File: src/rtl/fp_mul_scheduler.sv
// Round-robin scheduler sharing one combinational FP32 multiplier among NUM_REQ
// requesters; returns tagged results and keeps saturating exception/overflow counts.
module fp_mul_scheduler #(
  parameter int NUM_REQ = 4,
  parameter int ID_W    = 2,
  parameter int CNT_W   = 16
) (
  input  logic                  clk,
  input  logic                  rst_n,
  input  logic [NUM_REQ-1:0]    req_valid,
  output logic [NUM_REQ-1:0]    req_ready,
  input  logic [32*NUM_REQ-1:0] req_a,
  input  logic [32*NUM_REQ-1:0] req_b,
  output logic [31:0]           mul_a,
  output logic [31:0]           mul_b,
  input  logic [31:0]           mul_result,
  input  logic                  mul_exception,
  input  logic                  mul_overflow,
  output logic                  rsp_valid,
  input  logic                  rsp_ready,
  output logic [ID_W-1:0]       rsp_id,
  output logic [31:0]           rsp_result,
  output logic                  rsp_exception,
  output logic                  rsp_overflow,
  output logic                  busy,
  input  logic                  clr_stats,
  output logic [CNT_W-1:0]      exc_count,
  output logic [CNT_W-1:0]      ovf_count
);

  typedef enum logic [1:0] {IDLE, EXEC, RESP} state_t;

  state_t            state_q;
  logic [ID_W-1:0]   ptr_q, ptr_d;
  logic [ID_W-1:0]   id_q;
  logic [31:0]       op_a_q, op_b_q, res_q;
  logic              exc_q, ovf_q;
  logic [CNT_W-1:0]  exc_cnt_q, ovf_cnt_q;

  logic              gnt_found;
  logic [ID_W-1:0]   gnt_idx;
  logic [31:0]       sel_a, sel_b;

  function automatic logic [CNT_W-1:0] sat_inc(input logic [CNT_W-1:0] v);
    return (&v) ? v : v + 1'b1;
  endfunction

  // Two-pass search: indices at or above ptr first, then the wrapped-around ones.
  always_comb begin
    gnt_found = 1'b0;
    gnt_idx   = '0;
    sel_a     = '0;
    sel_b     = '0;
    for (int i = 0; i < NUM_REQ; i++) begin
      if (!gnt_found && req_valid[i] && ID_W'(i) >= ptr_q) begin
        gnt_found = 1'b1;
        gnt_idx   = ID_W'(i);
      end
    end
    for (int i = 0; i < NUM_REQ; i++) begin
      if (!gnt_found && req_valid[i] && ID_W'(i) < ptr_q) begin
        gnt_found = 1'b1;
        gnt_idx   = ID_W'(i);
      end
    end
    for (int i = 0; i < NUM_REQ; i++) begin
      if (gnt_idx == ID_W'(i)) begin
        sel_a = req_a[32*i +: 32];
        sel_b = req_b[32*i +: 32];
      end
    end
  end

  always_comb begin
    req_ready = '0;
    for (int i = 0; i < NUM_REQ; i++) begin
      req_ready[i] = (state_q == IDLE) && gnt_found && (gnt_idx == ID_W'(i));
    end
  end

  assign ptr_d = (id_q == ID_W'(NUM_REQ - 1)) ? '0 : id_q + 1'b1;

  always_ff @(posedge clk or negedge rst_n) begin
    if (!rst_n) begin
      state_q <= IDLE;
      ptr_q   <= '0;
      id_q    <= '0;
      op_a_q  <= '0;
      op_b_q  <= '0;
      res_q   <= '0;
      exc_q   <= 1'b0;
      ovf_q   <= 1'b0;
    end else begin
      case (state_q)
        IDLE: begin
          if (gnt_found) begin
            op_a_q  <= sel_a;
            op_b_q  <= sel_b;
            id_q    <= gnt_idx;
            state_q <= EXEC;
          end
        end
        EXEC: begin
          res_q   <= mul_result;
          exc_q   <= mul_exception;
          ovf_q   <= mul_overflow;
          state_q <= RESP;
        end
        RESP: begin
          if (rsp_ready) begin
            ptr_q   <= ptr_d;
            state_q <= IDLE;
          end
        end
        default: state_q <= IDLE;
      endcase
    end
  end

  // Clear wins over a same-edge capture increment.
  always_ff @(posedge clk or negedge rst_n) begin
    if (!rst_n) begin
      exc_cnt_q <= '0;
      ovf_cnt_q <= '0;
    end else if (clr_stats) begin
      exc_cnt_q <= '0;
      ovf_cnt_q <= '0;
    end else if (state_q == EXEC) begin
      if (mul_exception) exc_cnt_q <= sat_inc(exc_cnt_q);
      if (mul_overflow)  ovf_cnt_q <= sat_inc(ovf_cnt_q);
    end
  end

  assign mul_a         = op_a_q;
  assign mul_b         = op_b_q;
  assign rsp_valid     = (state_q == RESP);
  assign rsp_id        = id_q;
  assign rsp_result    = res_q;
  assign rsp_exception = exc_q;
  assign rsp_overflow  = ovf_q;
  assign busy          = (state_q != IDLE);
  assign exc_count     = exc_cnt_q;
  assign ovf_count     = ovf_cnt_q;

endmodule

File: config.mk
export PLATFORM = sky130hd
export DESIGN_NAME = fp_mul_scheduler
export DESIGN_NICKNAME = d
export VERILOG_FILES = /design/src/rtl/fp_mul_scheduler.sv
export SDC_FILE = /design/constraint.sdc
export NUM_CORES = 1
export LEC_CHECK = 0
export CAP_MARGIN = 40
export CORE_AREA = 2 2 170 172
export DETAILED_ROUTE_END_ITERATION = 8
export DIE_AREA = 0 0 172 174
export PLACE_DENSITY = 0.56
export SLEW_MARGIN = 20
export SYNTH_ARGS = -nofsm -noshare
export SYNTH_HDL_FRONTEND = slang
export SYNTH_SLANG_ARGS = --single-unit
export TNS_END_PERCENT = 100
File: constraint.sdc
create_clock -name clk -period 4.15 [get_ports clk]
set_input_delay 0.6225 -clock clk [delete_from_list [all_inputs] [get_ports clk]]
set_output_delay 0.6225 -clock clk [all_outputs]
set_load 0.05 [all_outputs]
==> metrics.md, run 1 <==
| Metric | Value |
|---|---|
| Post-route DRC | 0 |
| Initial core utilization | 25.02% |
| Crit-path cells | clkdlybuf4s50_1 -> nor2_1 -> a21o_2 -> inv_2 -> o2111a_1 -> buf_12 |
| Post-synth top flop | dfrtp_1 |
| Rows | 62 |
| Final Max Tran Viols | 0 |
| Die area | 29930 um^2 |
| Fmax | 336.2 MHz |
| Static Leak | 5.063 nW |
| First-pass GRT wire length | about 44000 um |
| Total routed wirelength | about 30000 um |
| Postcts setup bufs | 0 |
| Post-synthesis compound-gate area fraction | 17.14% |
| Post-Syn Instances | 739 |
| Clock skew | 0.01552 ns |
| CORE AREA | 28240 um^2 |
| Cell family with most CP delay | buffers and inverters |
| Setup Crit Path Kind | in -> out |
| Crit-path max FO | 26 |
| Max Cap Violations | 0 |
| Syn Nets | 1040 |
| DR vias | 7447 |
| Tcrit/Tclk final | 71.68% |
| Vias in the first global route | 7458 |
| Die height | 174 um |
| Simple-Gate Fraction of Synth Area | 17.53% |
| Min cycle time layout | 2.975 ns |
| N_diodes | 0 |
| FF-to-FF path depth | 6 |
| Yosys warning total | 0 |
| Main combinational cell family by area after synthesis | simple AND/OR/NAND/NOR gates |
| Area growth syn-to-layout | 75.85% |
| Most frequent cells in the layout | clkdlybuf4s50_1 (430), dfrtp_1 (136), nand2_1 (118) |
| Root buffer cell | clkbuf_16 |
| Final WS setup | 1.175 ns |
| CP required | 3.53 ns |
| Outcome | completed |
| Crit end category | output port |
| I/O pin cnt | 436 |
| Post-cts resize count | 0 |
| Chip width | 172 um |
| Post-CTS Hold Buffers | 0 |
| Fraction of registers with async set/reset | 100.0% |
| XOR/XNOR Fraction of Synth Area | under 10% |
| Synthesized area per cell | 9.561 um^2 |
| Pwr Density | 737.1 nW/um^2 |
| Dpl hpwl | 22620 um |
| Sequential area share after synthesis | 48.17% |
| Clock buffer depth | 2 |
| CP peak stage delay | 0.56 ns |
| Slowest cell on the critical path | a21o_2 |
| Largest net degree at the start of global routing | 73 |
| Fin. Hold Viols | 0 |
| Fraction of layout cells with a size suffix above 1 | 6.089% |
| Buf/Inv on CP | 3 |
| Pre-CTS setup slack | 1.023 ns |
| FF-to-FF End | mul_b[4] |
| Setup TNS | 0 ns |
| Met1 wire length | 11650 um |
| Vias per inst | 4.805 |
| TritonCTS Buffers | 17 |
| Highest metal used | met4 |
| Hold WC Path Type | in -> async |
| Slew headroom | between 40% and 50% |
| Fillers | 2725 |
| R2r setup slk | around 1.7 ns |
| Mux cell area share after synthesis | about a tenth |
| Total gr overflow | 0 |
| Post-Synth Adder-Cell Area | less than 1% |
| TritonCTS clock tree | yes |
| Drt first-iter violations | around 330 |
| Number of synthesized flops with an enable pin | 0 |
| Clock sink count | 136 |
| Worst r2r src | ptr_q[1] |
| Fin util | 44.00% |
| Worst-skew pair later-pin latency | roughly 0.42 ns |
| Wire per inst | 19.38 um |
| Peak VDD IR | 393.5 uV |
| Total global-route track usage | 19.58% |
| Antenna violations before repair | 0 |
| Routed length on met3 | 2303 um |
| Final nets | 1454 |
| Most common library cell in the layout ignoring fill and taps | clkdlybuf4s50_1 |
| Count of different cell masters after synthesis | 52 |
| CP arrival | approximately 2.4 ns |
| Router iterations before antenna repair | 5 |
| Final setup fails | 0 |
| H-tree depth | 4 |
| Clock Pin Slew Worst Setup and Hold Paths | around 0.070 ns |
| #FFs+latches synth | 136 |
| Unrepaired setup endpoints after global routing | no |
| Wire length on met2 | roughly 16000 um |
| Worst Tran Pin Value | 0.8275 ns |
| PortBufs | approximately 440 |
| CP startpoint kind | primary input |
| Gpl congestion | 0.8501 |
| Post-route ant nets | 0 |
| Cell Area, Synth | 7066 um^2 |
## routing by layer
metal / track usage [%] / vias up
li1: - / 3549
met1: 22.84 / 3558
met2: 34.94 / 309
met3: 5.373 / 31
met4: 5.392 / 0
met5: 0 / -
## metrics by stage
| step | total power [mW] | hold slack [ns] | instance area [um^2] | std cells |
|---|---|---|---|---|
| after global routing | 9.664 | 0.1108 | 12420 | 1550 |
| after CTS | 9.283 | 0.09709 | 12420 | 1550 |
| after detailed placement | 7.771 | 0.4613 | 11860 | 1518 |
| after floorplan | 5.691 | 0.3269 | 7066 | 739 |
| final | 9.158 | 0.09803 | 12420 | 1550 |
| after global placement | 7.715 | 0.4566 | 11820 | 1516 |
## power breakdown
group	total (mW)	switching, mW	internal (mW)	leakage (nW)
registers	2.20	0.330	1.87	1.67
logic	5.49	3.56	1.93	3.13
clock network	1.47	0.677	0.790	0.265
total	9.16	4.57	4.59	5.06
## synth_stat cells (2+ instances only)
cell      count  area (um^2)
dfrtp_1     136         3403
nand2_1     118        442.9
nor2_1      101        379.1
mux2i_1      66        660.6
a221oi_1     64        560.5
o22ai_1      64        400.4
clkbuf_1     34        127.6
buf_2        13        65.06
nand4_1      13        81.33
nor3_1       13        65.06
a21oi_1      12        60.06
xnor2_1      12        105.1
xor2_1       11        96.34
inv_1         7        26.28
nand3_1       6        30.03
buf_6         5        56.30
o21ai_0       5        25.02
and4_1        4        35.03
buf_1         4        15.01
nand2b_1      4        25.02
and3_1        3        18.77
ha_1          3        37.54
nor4_1        3        18.77
a211oi_1      2        15.01
a21o_1        2        15.01
a311oi_1      2        17.52
a31oi_1       2        12.51
and2_1        2        12.51
nand2_2       2        12.51
nor2b_1       2        12.51
or2_1         2        12.51
or4_1         2        15.01
## flip-flops by register name, summed over array words and instances, names as in the netlist
name / count
state_q: 2
rsp_result: 32
ptr_q: 2
ovf_count: 16
rsp_overflow: 1
exc_count: 16
rsp_exception: 1
mul_b: 32
mul_a: 32
rsp_id: 2
## final cells by class
cell class              count  area, um^2  area share, %
repair buffers            452        4568          36.77
flip-flops and latches    136        3403          27.39
multi-input cells         538        3382          27.22
well taps                 384       480.5          3.867
clock buffers              18       429.2          3.454
clock inverters            14       131.4          1.057
inverters                   8       30.03         0.2417
## worst max-delay path by stage
stage            startpoint            to  slack (ns)  cells past startpoint
3_5_place_dp   req_valid[1]     mul_b[21]        1.02                      7
2_1_floorplan  req_valid[0]  req_ready[2]        1.38                      8
3_3_place_gp   req_valid[3]      mul_b[2]        1.07                      7
5_1_grt        req_valid[3]  req_ready[3]        1.07                      6
4_1_cts        req_valid[1]  req_ready[3]        1.16                      6
6_report       req_valid[1]  req_ready[3]        1.18                      6
## kinds of logic (layout without fill, tap and decap cells)
logic type	Yosys count	in the layout
compound gates	163	163
flops	136	136
xor+xnor	23	23
fa+ha+maj	3	3
buf+inv	65	492
mux	67	67
simple gates	282	282
(Power assumes the default switching activity.)
==> inputs of run 2 (changes only) <==
Settings changed: CORE_AREA 2 2 170 172 to 2 2 171 173, DIE_AREA 0 0 172 174 to 0 0 173 175, PLACE_DENSITY 0.56 to 0.58.
Clock period 4.15 ns to 2.63 ns, I/O delays scaled along.
==> run 2 against run 1 <==
Effect of this change: via count grew 1.1%; hold slack gained 0.37 ns; non-clock buffer count grew 10; critical endpoint is now req_ready[0]; largest cell class unchanged; largest power group unchanged.
==> metrics.md, run 2 (synthesized netlist as in run 1, its figures left out) <==
| Metric | Value |
|---|---|
| Fraction of layout cells with a size suffix above 1 | 6.888% (was 6.089%) |
| Outcome | completed (unchanged) |
| Total global-route track usage | 20.06% (was 19.58%) |
| Unrepaired setup endpoints after global routing | no (unchanged) |
| Pwr Density | 1176 nW/um^2 (was 737.1 nW/um^2) |
| Die height | 175 um (was 174 um) |
| Clock skew | 0.009556 ns (was 0.01552 ns) |
| FF-to-FF path depth | 6 (unchanged) |
| Setup TNS | 0 ns (unchanged) |
| Slowest cell on the critical path | dfrtp_1 (was a21o_2) |
| CP startpoint kind | register (was primary input) |
| Hold WC Path Type | in -> async (unchanged) |
| Clock sink count | 136 (unchanged) |
| Total power | 14.80 mW (was 9.158 mW) |
| Crit-path cells | or2_1 -> a21o_2 -> inv_2 -> nand2b_2 -> nor2_1 -> buf_12 (was clkdlybuf4s50_1 -> nor2_1 -> a21o_2 -> inv_2 -> o2111a_1 -> buf_12) |
| Final setup fails | 0 (unchanged) |
| CP peak stage delay | 0.42 ns (was 0.56 ns) |
| DR vias | 7526 (was 7447) |
| TritonCTS Buffers | 17 (unchanged) |
| Root buffer cell | clkbuf_16 (unchanged) |
| Total gr overflow | 0 (unchanged) |
| CORE AREA | 28390 um^2 (was 28240 um^2) |
| Post-route DRC | 0 (unchanged) |
| Worst Tran Pin Value | 0.6722 ns (was 0.8275 ns) |
| Static Leak | 5.138 nW (was 5.063 nW) |
| Dpl hpwl | 23070 um (was 22620 um) |
| Most common library cell in the layout ignoring fill and taps | clkdlybuf4s50_1 (unchanged) |
| Max Cap Violations | 0 (unchanged) |
| Fmax | a little over 400 MHz |
| Tcrit/Tclk final | approximately 94% |
| Vias per inst | 4.809 (was 4.805) |
| Setup Crit Path Kind | reg -> out (was in -> out) |
| Worst-skew pair later-pin latency | 0.43 ns (was 0.42 ns) |
| Wire per inst | 19.44 um (was 19.38 um) |
| R2r setup slk | 0.65 ns (was 1.72 ns) |
| Crit end category | output port (unchanged) |
| Most frequent cells in the layout | clkdlybuf4s50_1 (430), dfrtp_1 (136), nand2_1 (118) (unchanged) |
| Final Max Tran Viols | 0 (unchanged) |
| Initial core utilization | 24.89% (was 25.02%) |
| Chip width | 173 um (was 172 um) |
| H-tree depth | 4 (unchanged) |
| Fin. Hold Viols | 0 (unchanged) |
| PortBufs | 435 (unchanged) |
| First-pass GRT wire length | 46700 um (was 44330 um) |
| CP arrival | 2.08 ns (was 2.35 ns) |
| Vias in the first global route | 7901 (was 7458) |
| Fin util | 44.31% (was 44.00%) |
| Final nets | 1464 (was 1454) |
| Gpl congestion | 0.8105 (was 0.8501) |
| Peak VDD IR | 576.5 uV (was 393.5 uV) |
| Die area | 30280 um^2 (was 29930 um^2) |
| Clock buffer depth | 2 (unchanged) |
| Total routed wirelength | 30420 um (was 30040 um) |
| Worst r2r src | ovf_count[1] (was ptr_q[1]) |
| Router iterations before antenna repair | 5 (unchanged) |
| Post-route ant nets | 0 (unchanged) |
| CP required | 2.24 ns (was 3.53 ns) |
| Antenna violations before repair | 5 (was 0) |
| Clock Pin Slew Worst Setup and Hold Paths | 0.07 ns (about the same) |
| Drt first-iter violations | 399 (was 333) |
| FF-to-FF End | ovf_count[5] (was mul_b[4]) |
| Slew headroom | 54.77% (was 44.83%) |
| I/O pin cnt | 436 (unchanged) |
| Rows | 62 (unchanged) |
| Area growth syn-to-layout | 78.04% (was 75.85%) |
| Placed instance area | 11950 um^2 (was 11860 um^2) |
| Final Cell Area | 12580 um^2 (was 12420 um^2) |
| Largest net degree at the start of global routing | 53 (was 73) |
| Crit-path max FO | 8 (was 26) |
| TritonCTS clock tree | yes (unchanged) |
| Min cycle time layout | 2.475 ns |
| Min Hold Slack | 0.4669 ns (was 0.09803 ns) |
[run 2: cell types whose count changed in the layout (fill, tap and decap cells not counted), moves of 2 or more]
cell	change
bufinv_16	+2
diode_2	+5
buf_4	+7
buf_12	+3
[run 2: timing repair]
item	4_1_cts	5_1_grt
buffers inserted	0	0
gates resized for setup	0	0
endpoints found under the hold margin	42	0
hold buffers	1	0
[run 2: worst max-delay path, delay by kind of cell (launching register included)]
| kind | cells | cell delay [ns] |
|---|---|---|
| buffers and inverters | 2 | 0.27 |
| AOI/OAI and AO/OA | 1 | 0.25 |
| and+or+nand+nor | 3 | 0.71 |
| DFF | 1 | 0.42 |
[run 2: where the power goes]
group          leakage [nW]  switching (mW)  internal, mW
logic                  3.18            5.64          3.14
clock network         0.288            1.12          1.44
registers              1.67           0.514          2.95
[run 2: cell type report]
type,instances,area [um^2]
antenna,5,12.51
clock buffer,17,425.4
clock inverter,15,182.7
fill,2762,15810
inverter,8,30.03
multi-input combinational,538,3382
sequential,136,3403
tap,384,480.5
timing repair buffer,462,4663
[run 2: worst max-delay path by stage]
stage            startpoint           end  slack, ns  depth (start not counted)
2_1_floorplan    state_q[1]  req_ready[0]       0.13                          6
3_3_place_gp   req_valid[0]  req_ready[2]       0.24                          7
3_5_place_dp   req_valid[0]  req_ready[2]       0.21                          7
4_1_cts          state_q[1]  req_ready[0]       0.12                          6
5_1_grt            ptr_q[1]  req_ready[2]       0.03                          6
6_report         state_q[1]  req_ready[0]       0.16                          6
[run 2: through the flow]
| step | setup WS, ns | std cells |
|---|---|---|
| final | 0.1552 | 1565 |
| after global routing | 0.02709 | 1564 |
| after CTS | 0.1236 | 1560 |
| after detailed placement | 0.2112 | 1527 |
| after global placement | 0.2393 | 1527 |
| after floorplan | 0.1340 | 739 |
[run 2: routing by layer]
metal | GRT usage, % | share of wire [%] | up-vias
li1 | - | - | 3570
met1 | 22.65 | 39 | 3612
met2 | 35.27 | 51 | 301
met3 | 6.571 | 7.3 | 43
met4 | 7.415 | 2.6 | 0
met5 | 0 | 0 | -
==> inputs of run 3 (changes only) <==
Settings changed: CORE_AREA 2 2 171 173 to 4 4 168 170, DIE_AREA 0 0 173 175 to 0 0 172 174, PLACE_DENSITY 0.58 to 0.61.
==> run 3 against run 2 <==
Effect of this change: die area decreased by 1.1%; sequential power hardly changed; first-iteration DRC count is 0.50% higher; clock power grew 2%; critical endpoint is now req_ready[2]; routed wire length increased by 3.4%.
==> metrics.md, run 3 (synthesized netlist as in run 1, its figures left out) <==
| Metric | Value |
|---|---|
| Outcome | completed (unchanged) |
| Crit end category | output port (unchanged) |
| Fmax | 415.8 MHz (was 404.1 MHz) |
| Dpl cells | 1489 (was 1527) |
| Fraction of layout cells with a size suffix above 1 | 7.282% (was 6.888%) |
| Clock Pin Slew Worst Setup and Hold Paths | 0.07 ns (about the same) |
| Total gr overflow | 0 (unchanged) |
| Final Max Tran Viols | 0 (unchanged) |
| Router iterations before antenna repair | 5 (unchanged) |
| Vias per inst | 4.974 (was 4.809) |
| Total power | 14.94 mW (was 14.80 mW) |
| Fin. Hold Viols | 0 (unchanged) |
| Root buffer cell | clkbuf_16 (unchanged) |
| Worst-skew pair later-pin latency | 0.42 ns (was 0.43 ns) |
| Clock sink count | 136 (unchanged) |
| TritonCTS clock tree | yes (unchanged) |
| Unrepaired setup endpoints after global routing | no (unchanged) |
| Post-route ant nets | 0 (unchanged) |
| CORE AREA | 26730 um^2 (was 28390 um^2) |
| Clock skew | 0.009713 ns (was 0.009556 ns) |
| Final nets | 1469 (was 1464) |
| CP required | 2.24 ns (about the same) |
| Most common library cell in the layout ignoring fill and taps | clkdlybuf4s50_1 (unchanged) |
| Switching pwr | 7.254 mW (was 7.272 mW) |
| Hold WC Path Type | in -> async (unchanged) |
| Total routed wirelength | 31450 um (was 30420 um) |
| Dpl hpwl | 24450 um (was 23070 um) |
| Worst Tran Pin Value | 0.7264 ns (was 0.6722 ns) |
| Largest net degree at the start of global routing | 65 (was 53) |
| DR vias | 7580 (was 7526) |
| Crit-path max FO | 11 (was 8) |
| Rows | 60 (was 62) |
| PortBufs | 435 (unchanged) |
| I/O pin cnt | 436 (unchanged) |
| Die area | 29930 um^2 (was 30280 um^2) |
| Comb pwr share | 59.3% (was 59.4%) |
| Slew headroom | 51.17% (was 54.77%) |
| Peak VDD IR | 610.4 uV (was 576.5 uV) |
| FF-to-FF path depth | 7 (was 6) |
| Most frequent cells in the layout | clkdlybuf4s50_1 (430), dfrtp_1 (136), nand2_1 (118) (unchanged) |
| Pwr Density | 1183 nW/um^2 (was 1176 nW/um^2) |
| Vias in the first global route | 7890 (was 7901) |
| Static Leak | 5.195 nW (was 5.138 nW) |
| CP startpoint kind | register (unchanged) |
| Chip width | 172 um (was 173 um) |
| Clk pwr share | 17.4% (was 17.3%) |
| Sequential share of power | 23.2% (was 23.4%) |
| Area growth syn-to-layout | 78.70% (was 78.04%) |
| Post-cts resize count | 0 (unchanged) |
| Internal | 7.684 mW (was 7.527 mW) |
| Die height | 174 um (was 175 um) |
| CP arrival | 2.01 ns (was 2.08 ns) |
| Wire per inst | 20.64 um (was 19.44 um) |
| Switching Fraction | 48.56% (was 49.14%) |
| Post-route DRC | 0 (unchanged) |
| FF/Latch Area | 3403 um^2 (unchanged) |
| Gpl congestion | 0.8440 (was 0.8105) |
| Tcrit/Tclk final | 91.44% (was 94.10%) |
| H-tree depth | 4 (unchanged) |
| TritonCTS Buffers | 17 (unchanged) |
| Layout Cells excl Fill | 1524 (was 1565) |
| Initial core utilization | 26.44% (was 24.89%) |
| Clock buffer depth | 2 (unchanged) |
| Setup Crit Path Kind | reg -> out (unchanged) |
| Antenna violations before repair | 3 (was 5) |
| Fillers | 2543 (was 2762) |
| Min cycle time layout | 2.405 ns (was 2.475 ns) |
| Multi-input logic area | 3382 um^2 (unchanged) |
| Max Cap Violations | 0 (unchanged) |
| Drt first-iter violations | 401 (was 399) |
| Total global-route track usage | 20.28% (was 20.06%) |
| Fin util | 47.24% (was 44.31%) |
| Final setup fails | 0 (unchanged) |
| First-pass GRT wire length | 46700 um (unchanged) |
-- run 3: changes by cell type in the layout (fill, tap and decap cells not counted) --
| cell | before | now |
|---|---|---|
| inv_8 | 2 | 6 |
| inv_6 | 5 | 3 |
| clkinvlp_4 | 3 | 2 |
| bufinv_16 | 2 | 3 |
| buf_4 | 21 | 23 |
| buf_16 | 0 | 1 |
| buf_12 | 9 | 11 |
| diode_2 | 5 | 2 |
| clkinv_4 | 2 | 1 |
| clkinv_8 | 1 | 0 |
-- run 3: timing repair --
item                                   4_1_cts  5_1_grt
endpoints found under the hold margin       41        0
buffers inserted                             0        0
hold buffers                                 1        0
-- run 3: power groups by stage --
stage	Combinational [mW]	Sequential, mW	Clock, mW
detailed placement	8.95	3.49	0
global placement	8.86	3.47	0
finish	8.86	3.47	2.61
global route	9.45	3.57	2.77
floorplan	2.83	6.15	0
CTS	8.96	3.48	2.69
-- run 3: area by class of cell --
cell class / count / share of cell area [%]
timing repair buffer: 467 / 37.59
sequential: 136 / 26.95
multi-input combinational: 538 / 26.79
tap: 341 / 3.379
clock buffer: 17 / 3.369
clock inverter: 15 / 1.645
inverter: 8 / 0.2378
antenna: 2 / 0.03964
-- run 3: routing by layer --
metal,vias to the layer above,part of all wire (%),track usage (%)
li1,3579,-,-
met1,3650,37,22.36
met2,310,53,36.87
met3,37,8.3,7.232
met4,4,1.9,4.880
met5,-,0.070,0
-- run 3: worst paths after layout --
| check | from | endpoint | slack [ns] |
|---|---|---|---|
| min in group clk | rsp_result[20] | rsp_result[20] | 0.47 |
| worst min register to register | rsp_result[20] | rsp_result[20] | 0.47 |
| worst max-delay path | ptr_q[1] | req_ready[2] | 0.23 |
| worst min-delay path | rst_n | ovf_count[15] | 0.47 |
| worst max register to register | ptr_q[1] | mul_a[12] | 0.59 |
| max in group asynchronous | rst_n | mul_a[26] | 1.43 |
-- run 3: worst max-delay path, cell delays in order, from the launching register on --
cell	delay, ns
dfrtp_1	0.50
nand2b_1	0.17
a21oi_1	0.06
nor3_1	0.35
nand2b_2	0.27
nor2_1	0.09
buf_12	0.15
-- run 3: metrics by stage --
step	cell area [um^2]	worst slack [ns]	hold WS (ns)	TNS [ns]
floorplan	7066	0.1340	0.09891	0
global placement	11950	-0.1158	0.3567	-1.936
detailed placement	11980	0.1882	0.3633	0
CTS	12620	0.1639	0.4748	0
global route	12620	0.02575	0.4930	0
finish	12630	0.2250	0.4715	0
